### config.mk
export PLATFORM = sky130hd
export DESIGN_NAME = stage_ic_flat
export DESIGN_NICKNAME = d
export VERILOG_FILES = /design/src/rtl/stage_ic_pkg.sv /design/src/rtl/stage_ic_if.sv /design/src/rtl/stage_ic_fifo.sv /design/src/rtl/stage_ic.sv /design/src/flat_wrapper.sv
export SDC_FILE = /design/constraint.sdc
export NUM_CORES = 1
export LEC_CHECK = 0
export ABC_AREA = 1
export CAP_MARGIN = 20
export CELL_PAD_IN_SITES_DETAIL_PLACEMENT = 1
export CELL_PAD_IN_SITES_GLOBAL_PLACEMENT = 1
export CORE_UTILIZATION = 40
export DETAILED_ROUTE_END_ITERATION = 16
export PLACE_DENSITY = 0.84
export SLEW_MARGIN = 20
export SYNTH_ARGS = -nofsm -noshare
export SYNTH_HDL_FRONTEND = slang
export SYNTH_SLANG_ARGS = --single-unit
### constraint.sdc
create_clock -name clock -period 9.5 [get_ports clock]
set_input_delay 1.425 -clock clock [delete_from_list [all_inputs] [get_ports clock]]
set_output_delay 1.425 -clock clock [all_outputs]
set_load 0.01 [all_outputs]
### src/rtl/stage_ic_pkg.sv
// Shared types for the instruction-complete stage.
//   IC_ENTRY      : one buffered functional-unit result
//   IC_CDB_PACKET : common data bus broadcast (valid + tag)
//   IC_PRF_PACKET : physical register file write port
//   IC_ROB_PACKET : reorder buffer completion strobe
package stage_ic_pkg;

    localparam int unsigned PREG_W = 6;
    localparam int unsigned ROB_W  = 5;
    localparam int unsigned XLEN   = 32;

    typedef struct packed {
        logic              has_dest;
        logic [PREG_W-1:0] preg;
        logic [ROB_W-1:0]  rob_idx;
        logic [XLEN-1:0]   data;
    } IC_ENTRY;

    typedef struct packed {
        logic              valid;
        logic [PREG_W-1:0] preg;
    } IC_CDB_PACKET;

    typedef struct packed {
        logic              we;
        logic [PREG_W-1:0] waddr;
        logic [XLEN-1:0]   wdata;
    } IC_PRF_PACKET;

    typedef struct packed {
        logic             valid;
        logic [ROB_W-1:0] idx;
    } IC_ROB_PACKET;

endpackage

### src/rtl/stage_ic_if.sv
// Result channels from the execute stage into the complete stage.
//   fu_valid/fu_has_dest/fu_preg/fu_rob_idx/fu_data : per-channel result (master drives)
//   fu_ready                                        : per-channel accept (slave drives)
// Channel i occupies bits [i*W +: W] of each packed field.
interface stage_ic_if #(
    parameter int unsigned N_FU = 2
) ();
    import stage_ic_pkg::*;

    logic [N_FU-1:0]        fu_valid;
    logic [N_FU-1:0]        fu_has_dest;
    logic [N_FU*PREG_W-1:0] fu_preg;
    logic [N_FU*ROB_W-1:0]  fu_rob_idx;
    logic [N_FU*XLEN-1:0]   fu_data;
    logic [N_FU-1:0]        fu_ready;

    modport master (
        output fu_valid, fu_has_dest, fu_preg, fu_rob_idx, fu_data,
        input  fu_ready
    );

    modport slave (
        input  fu_valid, fu_has_dest, fu_preg, fu_rob_idx, fu_data,
        output fu_ready
    );
endinterface

### src/rtl/stage_ic_fifo.sv
// Multi-push, single-pop circular buffer of IC_ENTRY.
//   clock, reset (async active-low), squash (sync flush)
//   push_valid/push_entry : up to N_FU pushes per cycle, lower index first
//   ready                 : per-channel accept, from registered count only
//   pop_valid/pop_entry   : head entry; it is popped at every edge where pop_valid is high
//   count                 : occupied entries
module stage_ic_fifo
    import stage_ic_pkg::*;
#(
    parameter int unsigned N_FU  = 2,
    parameter int unsigned DEPTH = 4
) (
    input  logic                       clock,
    input  logic                       reset,
    input  logic                       squash,
    input  logic [N_FU-1:0]            push_valid,
    input  IC_ENTRY [N_FU-1:0]         push_entry,
    output logic [N_FU-1:0]            ready,
    output logic                       pop_valid,
    output IC_ENTRY                    pop_entry,
    output logic [$clog2(DEPTH+1)-1:0] count
);
    localparam int unsigned PTR_W = $clog2(DEPTH);
    localparam int unsigned CNT_W = $clog2(DEPTH+1);

    IC_ENTRY          entries_q [DEPTH];
    logic [PTR_W-1:0] head_q, head_d;
    logic [PTR_W-1:0] tail_q, tail_d;
    logic [CNT_W-1:0] count_q, count_d;
    logic [N_FU-1:0]  wr_en;
    logic [PTR_W-1:0] wr_idx [N_FU];
    logic [CNT_W-1:0] n_acc;
    logic             pop;

    // Channel i only needs i+1 free slots, which guarantees room for every
    // lower-index channel pushing in the same cycle.
    always_comb begin
        for (int i = 0; i < int'(N_FU); i++) begin
            ready[i] = (int'(DEPTH) - int'(count_q)) >= (i + 1);
        end
    end

    always_comb begin
        n_acc = '0;
        wr_en = '0;
        for (int i = 0; i < int'(N_FU); i++) begin
            wr_idx[i] = tail_q + PTR_W'(n_acc);
            wr_en[i]  = push_valid[i] && ready[i] && !squash;
            if (wr_en[i]) begin
                n_acc = n_acc + CNT_W'(1);
            end
        end

        // Pop decision uses the pre-edge count, so fresh writes are never popped.
        pop = (count_q != '0) && !squash;

        if (squash) begin
            head_d  = '0;
            tail_d  = '0;
            count_d = '0;
        end else begin
            head_d  = head_q + PTR_W'(pop);
            tail_d  = tail_q + PTR_W'(n_acc);
            count_d = count_q + n_acc - CNT_W'(pop);
        end
    end

    always_ff @(posedge clock or negedge reset) begin
        if (!reset) begin
            head_q  <= '0;
            tail_q  <= '0;
            count_q <= '0;
        end else begin
            head_q  <= head_d;
            tail_q  <= tail_d;
            count_q <= count_d;
        end
    end

    // Storage is not reset; occupancy alone decides what is valid.
    always_ff @(posedge clock) begin
        for (int i = 0; i < int'(N_FU); i++) begin
            if (wr_en[i]) begin
                entries_q[wr_idx[i]] <= push_entry[i];
            end
        end
    end

    assign pop_valid = pop;
    assign pop_entry = entries_q[head_q];
    assign count     = count_q;

endmodule

### src/rtl/stage_ic.sv
// Complete stage: buffers EX results and retires one per cycle by broadcasting
// on the CDB, writing the PRF and marking the ROB entry complete.
//   clock, reset (async active-low), squash (sync flush)
//   fu            : result channels from EX (slave side)
//   cdb_valid/cdb_preg                : CDB broadcast
//   prf_we/prf_waddr/prf_wdata        : PRF write port
//   rob_cmp_valid/rob_cmp_idx         : ROB completion strobe
//   count                             : occupied buffer entries
module stage_ic
    import stage_ic_pkg::*;
#(
    parameter int unsigned N_FU  = 2,
    parameter int unsigned DEPTH = 4
) (
    input  logic                       clock,
    input  logic                       reset,
    input  logic                       squash,
    stage_ic_if.slave                  fu,
    output logic                       cdb_valid,
    output logic [PREG_W-1:0]          cdb_preg,
    output logic                       prf_we,
    output logic [PREG_W-1:0]          prf_waddr,
    output logic [XLEN-1:0]            prf_wdata,
    output logic                       rob_cmp_valid,
    output logic [ROB_W-1:0]           rob_cmp_idx,
    output logic [$clog2(DEPTH+1)-1:0] count
);
    IC_ENTRY [N_FU-1:0] push_entry;
    logic [N_FU-1:0]    ready;
    logic               pop_valid;
    IC_ENTRY            pop_entry;

    IC_CDB_PACKET cdb_q, cdb_d;
    IC_PRF_PACKET prf_q, prf_d;
    IC_ROB_PACKET rob_q, rob_d;

    always_comb begin
        for (int i = 0; i < int'(N_FU); i++) begin
            push_entry[i].has_dest = fu.fu_has_dest[i];
            push_entry[i].preg     = fu.fu_preg[i*PREG_W +: PREG_W];
            push_entry[i].rob_idx  = fu.fu_rob_idx[i*ROB_W +: ROB_W];
            push_entry[i].data     = fu.fu_data[i*XLEN +: XLEN];
        end
    end

    stage_ic_fifo #(
        .N_FU  (N_FU),
        .DEPTH (DEPTH)
    ) u_fifo (
        .clock      (clock),
        .reset      (reset),
        .squash     (squash),
        .push_valid (fu.fu_valid),
        .push_entry (push_entry),
        .ready      (ready),
        .pop_valid  (pop_valid),
        .pop_entry  (pop_entry),
        .count      (count)
    );

    assign fu.fu_ready = ready;

    // Output packets hold a popped entry for exactly one cycle; idle cycles
    // and squash clear the whole packet, not just the valids.
    always_comb begin
        cdb_d = '0;
        prf_d = '0;
        rob_d = '0;
        if (pop_valid) begin
            cdb_d.valid = pop_entry.has_dest;
            cdb_d.preg  = pop_entry.preg;
            prf_d.we    = pop_entry.has_dest;
            prf_d.waddr = pop_entry.preg;
            prf_d.wdata = pop_entry.data;
            rob_d.valid = 1'b1;
            rob_d.idx   = pop_entry.rob_idx;
        end
    end

    always_ff @(posedge clock or negedge reset) begin
        if (!reset) begin
            cdb_q <= '0;
            prf_q <= '0;
            rob_q <= '0;
        end else begin
            cdb_q <= cdb_d;
            prf_q <= prf_d;
            rob_q <= rob_d;
        end
    end

    assign cdb_valid     = cdb_q.valid;
    assign cdb_preg      = cdb_q.preg;
    assign prf_we        = prf_q.we;
    assign prf_waddr     = prf_q.waddr;
    assign prf_wdata     = prf_q.wdata;
    assign rob_cmp_valid = rob_q.valid;
    assign rob_cmp_idx   = rob_q.idx;

endmodule

### src/flat_wrapper.sv
// flat-port wrapper written by rule: the top's interface ports become plain ports
module stage_ic_flat import stage_ic_pkg::*;
#(
    parameter int unsigned N_FU  = 2,
    parameter int unsigned DEPTH = 4
)
  (clock, reset, squash, cdb_valid, cdb_preg, prf_we, prf_waddr, prf_wdata, rob_cmp_valid, rob_cmp_idx, count, fu_fu_valid, fu_fu_has_dest, fu_fu_preg, fu_fu_rob_idx, fu_fu_data, fu_fu_ready);
  stage_ic_if #(.N_FU(N_FU)) fu_i ();
  input  logic clock;
  input  logic reset;
  input  logic squash;
  output logic cdb_valid;
  output logic [PREG_W-1:0] cdb_preg;
  output logic prf_we;
  output logic [PREG_W-1:0] prf_waddr;
  output logic [XLEN-1:0] prf_wdata;
  output logic rob_cmp_valid;
  output logic [ROB_W-1:0] rob_cmp_idx;
  output logic [$clog2(DEPTH+1)-1:0] count;
  input wire logic [$bits(fu_i.fu_valid)-1:0] fu_fu_valid;
  input wire logic [$bits(fu_i.fu_has_dest)-1:0] fu_fu_has_dest;
  input wire logic [$bits(fu_i.fu_preg)-1:0] fu_fu_preg;
  input wire logic [$bits(fu_i.fu_rob_idx)-1:0] fu_fu_rob_idx;
  input wire logic [$bits(fu_i.fu_data)-1:0] fu_fu_data;
  output wire logic [$bits(fu_i.fu_ready)-1:0] fu_fu_ready;
  assign fu_i.fu_valid = fu_fu_valid;
  assign fu_i.fu_has_dest = fu_fu_has_dest;
  assign fu_i.fu_preg = fu_fu_preg;
  assign fu_i.fu_rob_idx = fu_fu_rob_idx;
  assign fu_i.fu_data = fu_fu_data;
  assign fu_fu_ready = fu_i.fu_ready;
  stage_ic #(.N_FU(N_FU), .DEPTH(DEPTH)) u_core (.clock(clock), .reset(reset), .squash(squash), .fu(fu_i), .cdb_valid(cdb_valid), .cdb_preg(cdb_preg), .prf_we(prf_we), .prf_waddr(prf_waddr), .prf_wdata(prf_wdata), .rob_cmp_valid(rob_cmp_valid), .rob_cmp_idx(rob_cmp_idx), .count(count));
endmodule
==> key figures <==
CTS
  • Post-CTS Setup Bufs: 0
  • Clock slew seen by the registers of the worst setup and hold paths: 0.06 ns
  • Sinks on Clock Net: 228
  • CTS Buf Count: 26
  • Clock Latency Late Sink: 0.54 ns
  • CTS tree: built
  • Root buffer cell: clkbuf_16
  • CTS Hold Bufs: 0
  • Clk buf depth: 3
  • H-tree levels: 1
  • Post-CTS sizing: 0

Setup path
  • Kind of start point of the critical path: input port
  • Critical Path Sink Type: flop
  • RR Startpoint: u_core.u_fifo.count[0]
  • Req. time, crit path: 9.66 ns
  • WS Path Type: input port to flop
  • Crit path arrival time: 5.34 ns
  • Worst setup startpoint: squash
  • Reg2Reg Setup Slack: 4.77 ns
  • FF-to-FF End: u_core.u_fifo.entries_q[1][15]
  • CP Max Fanout: 45
  • R2R cell count: 18

Timing
  • Fin. Hold Viols: 0
  • Slew @ Worst Pin: 1.14 ns
  • Final setup TNS: 0 ns
  • Pins over their slew limit: 0
  • Crit path time final: 5.18 ns
  • RSZ-0062 raised after global routing: false
  • Fmax: 193 MHz
  • Slew headroom: 24.3%
  • Crit share post-route: 54.5%
  • Final setup viols: 0
  • Worst Clk Skew: 0.0112 ns

Detailed routing
  • # DRC: 0
  • Pre-antenna DRT Iters: 4
  • Total Wirelength: 38.5 mm
  • DR iter-0 viols: 841
  • Vias post-DR: 10100
  • Detail-routed via count per cell: 5.64
  • WL/cell: 21.4 µm
  • Final ANT Viol Nets: 0

Floorplan
  • Top-Level Pins: 150
  • Rows: 63
  • Die Wd: 176 µm
  • Die area: 30900 µm²
  • Die Y: 176 µm
  • Starting Density: 40.7%
  • CORE AREA: 29600 µm²

Layout
  • Multi-input logic area: 4630 µm²
  • Fin nets: 1492
  • Layout cells sized above 1: 5.54%
  • FF/Latch Area: 6590 µm²
  • Fin util: 48.9%
  • Final instance area: 14500 µm²
  • Antenna Cells: 0
  • Area delta synth->final: 20.2%
  • FILL cells: 3348
  • Non-Filler Instances: 1797

Yosys
  • Mapped Nets: 1409
  • Yosys warns: 0
  • Sequential share of the synthesized area: 54.6%
  • Yosys reg bits: 228
  • Syn_area_per_cell: 9.25 µm²
  • Mapped Cells: 1304
  • Distinct cells, synth: 24
  • Cell Area, Synth: 12100 µm²

Placement
  • Gp weighted congestion: 0.795
  • Hpwl dp: 20.9 mm
  • PortBufs: 149
  • Placed Area: 13600 µm²
  • Placed cell count: 1747

Pwr
  • Peak supply drop: 0.237 mV
  • Pwr Density: 284 nW/µm²
  • Total power: 4120 µW
  • Leak: 0.00553 µW

Global route
  • Largest net degree at the start of global routing: 100
  • Total GRT Usage: 25.2%
  • Initial antenna violation count: 3
  • Vias in the first global route: 10800
  • Global route overflow: 0
  • First-pass GRT wire length: 60.5 mm

Status
  • Status: completed

Min path
  • Worst Hold Launch: u_core.u_fifo.entries_q[3][18]
  • HP Class: flop to flop
  • Hold endpoint: u_core.prf_wdata[18]
  • Hold depth: 2

Job
  • Max-cap viol count: 0
cell families (layout without fill, tap and decap cells):
kind of cell               after synthesis  after routing  share of synthesized area (%)
and+or+nand+nor                        563            563                           19.6
buffers and inverters                  183            286                           7.45
AOI/OAI and AO/OA                      313            313                           16.7
xor gates and xnor gates                 5              5                          0.363
DFF                                    228            228                           54.6
adders and majority gates               12             12                           1.31
routing by layer:
layer	track usage [%]	up-vias	routed length, µm
li1	-	4612	-
met1	31.7	5096	15700
met4	7.93	4	823
met2	44.4	355	19500
met5	0	-	25
met3	3.64	74	2440
worst max-delay path, cell delays in order:
cell	delay, ns
clkdlybuf4s50_1	0.71
nor2_1	0.14
nand2_1	0.22
inv_1	0.11
ha_1	0.24
inv_1	0.08
nand2_1	0.05
nand2_1	0.10
nand2_2	0.05
buf_4	0.33
inv_2	0.87
nand2_1	0.23
o21ai_4	0.10
buf_4	0.64
layout make-up:
cell class / count / share of cell area [%]
Clock buffer: 35 / 5.00
Multi-Input combinational cell: 893 / 32.0
Timing Repair Buffer: 165 / 11.4
Sequential cell: 228 / 45.4
Clock inverter: 13 / 0.966
Tap cell: 390 / 3.36
Inverter: 73 / 1.90
cells in the final DEF, fill, tap and decap left out, drive strengths merged, types with 2 or more instances in the layout:
cell type / n
o21bai: 176
clkbuf: 35
edfxtp: 176
inv: 72
buf: 17
ha: 11
nor2: 189
dfrtp: 52
clkinvlp: 2
nand3: 181
a21oi: 44
clkinv: 9
clkdlybuf4s50: 148
o21ai: 93
nand2: 193
xnor2: 4
bufinv: 3
worst max-delay path by stage:
stage                     slack, ns                              to  depth (start not counted)
after floorplan                3.28   u_core.u_fifo.entries_q[0][0]                          9
after global placement         3.97  u_core.u_fifo.entries_q[1][17]                         14
after detailed placement       3.80  u_core.u_fifo.entries_q[1][16]                         14
after CTS                      4.35  u_core.u_fifo.entries_q[1][15]                         14
after global routing           4.15  u_core.u_fifo.entries_q[1][15]                         14
final                          4.32  u_core.u_fifo.entries_q[1][15]                         14
through the flow:
stage	hold WS (ns)	worst slack, ns
2_1_floorplan	0.500	3.28
3_3_place_gp	0.513	3.97
3_5_place_dp	0.537	3.80
4_1_cts	0.550	4.35
5_1_grt	0.574	4.15
6_report	0.547	4.32
registers in the layout, summed over array words and instances (netlist names):
signal and flops:
u_core.prf_wdata 32, u_core.u_fifo.count 3, u_core.cdb_valid 1, u_core.u_fifo.head_q 2
u_core.rob_cmp_valid 1, u_core.rob_cmp_idx 5, u_core.u_fifo.entries_q 176, u_core.cdb_preg 6
u_core.u_fifo.tail_q 2
synthesized netlist by cell type (all sizes together):
master    n  share of area (%)
o21ai    93                3.9
buf      85                4.4
edfxtp  176                 44
inv      71                2.2
xor2      1              0.073
a21oi    44                1.8
nand2   193                6.1
ha       11                1.1
o21bai  176                 11
nor2    189                6.0
fa        1               0.17
clkinv    2              0.062
dfrtp    52                 11
clkbuf   25               0.78
nand3   181                7.5
xnor2     4               0.29
report_power, final:
part           total, µW  leakage [µW]  internal, µW  switching [µW]
combinational       1640       0.00282           461            1180
sequential          1460       0.00230          1360            95.3
clock               1030      0.000419           615             413
total               4120       0.00553          2440            1680
Note: power is estimated with default switching activity, not from simulation.
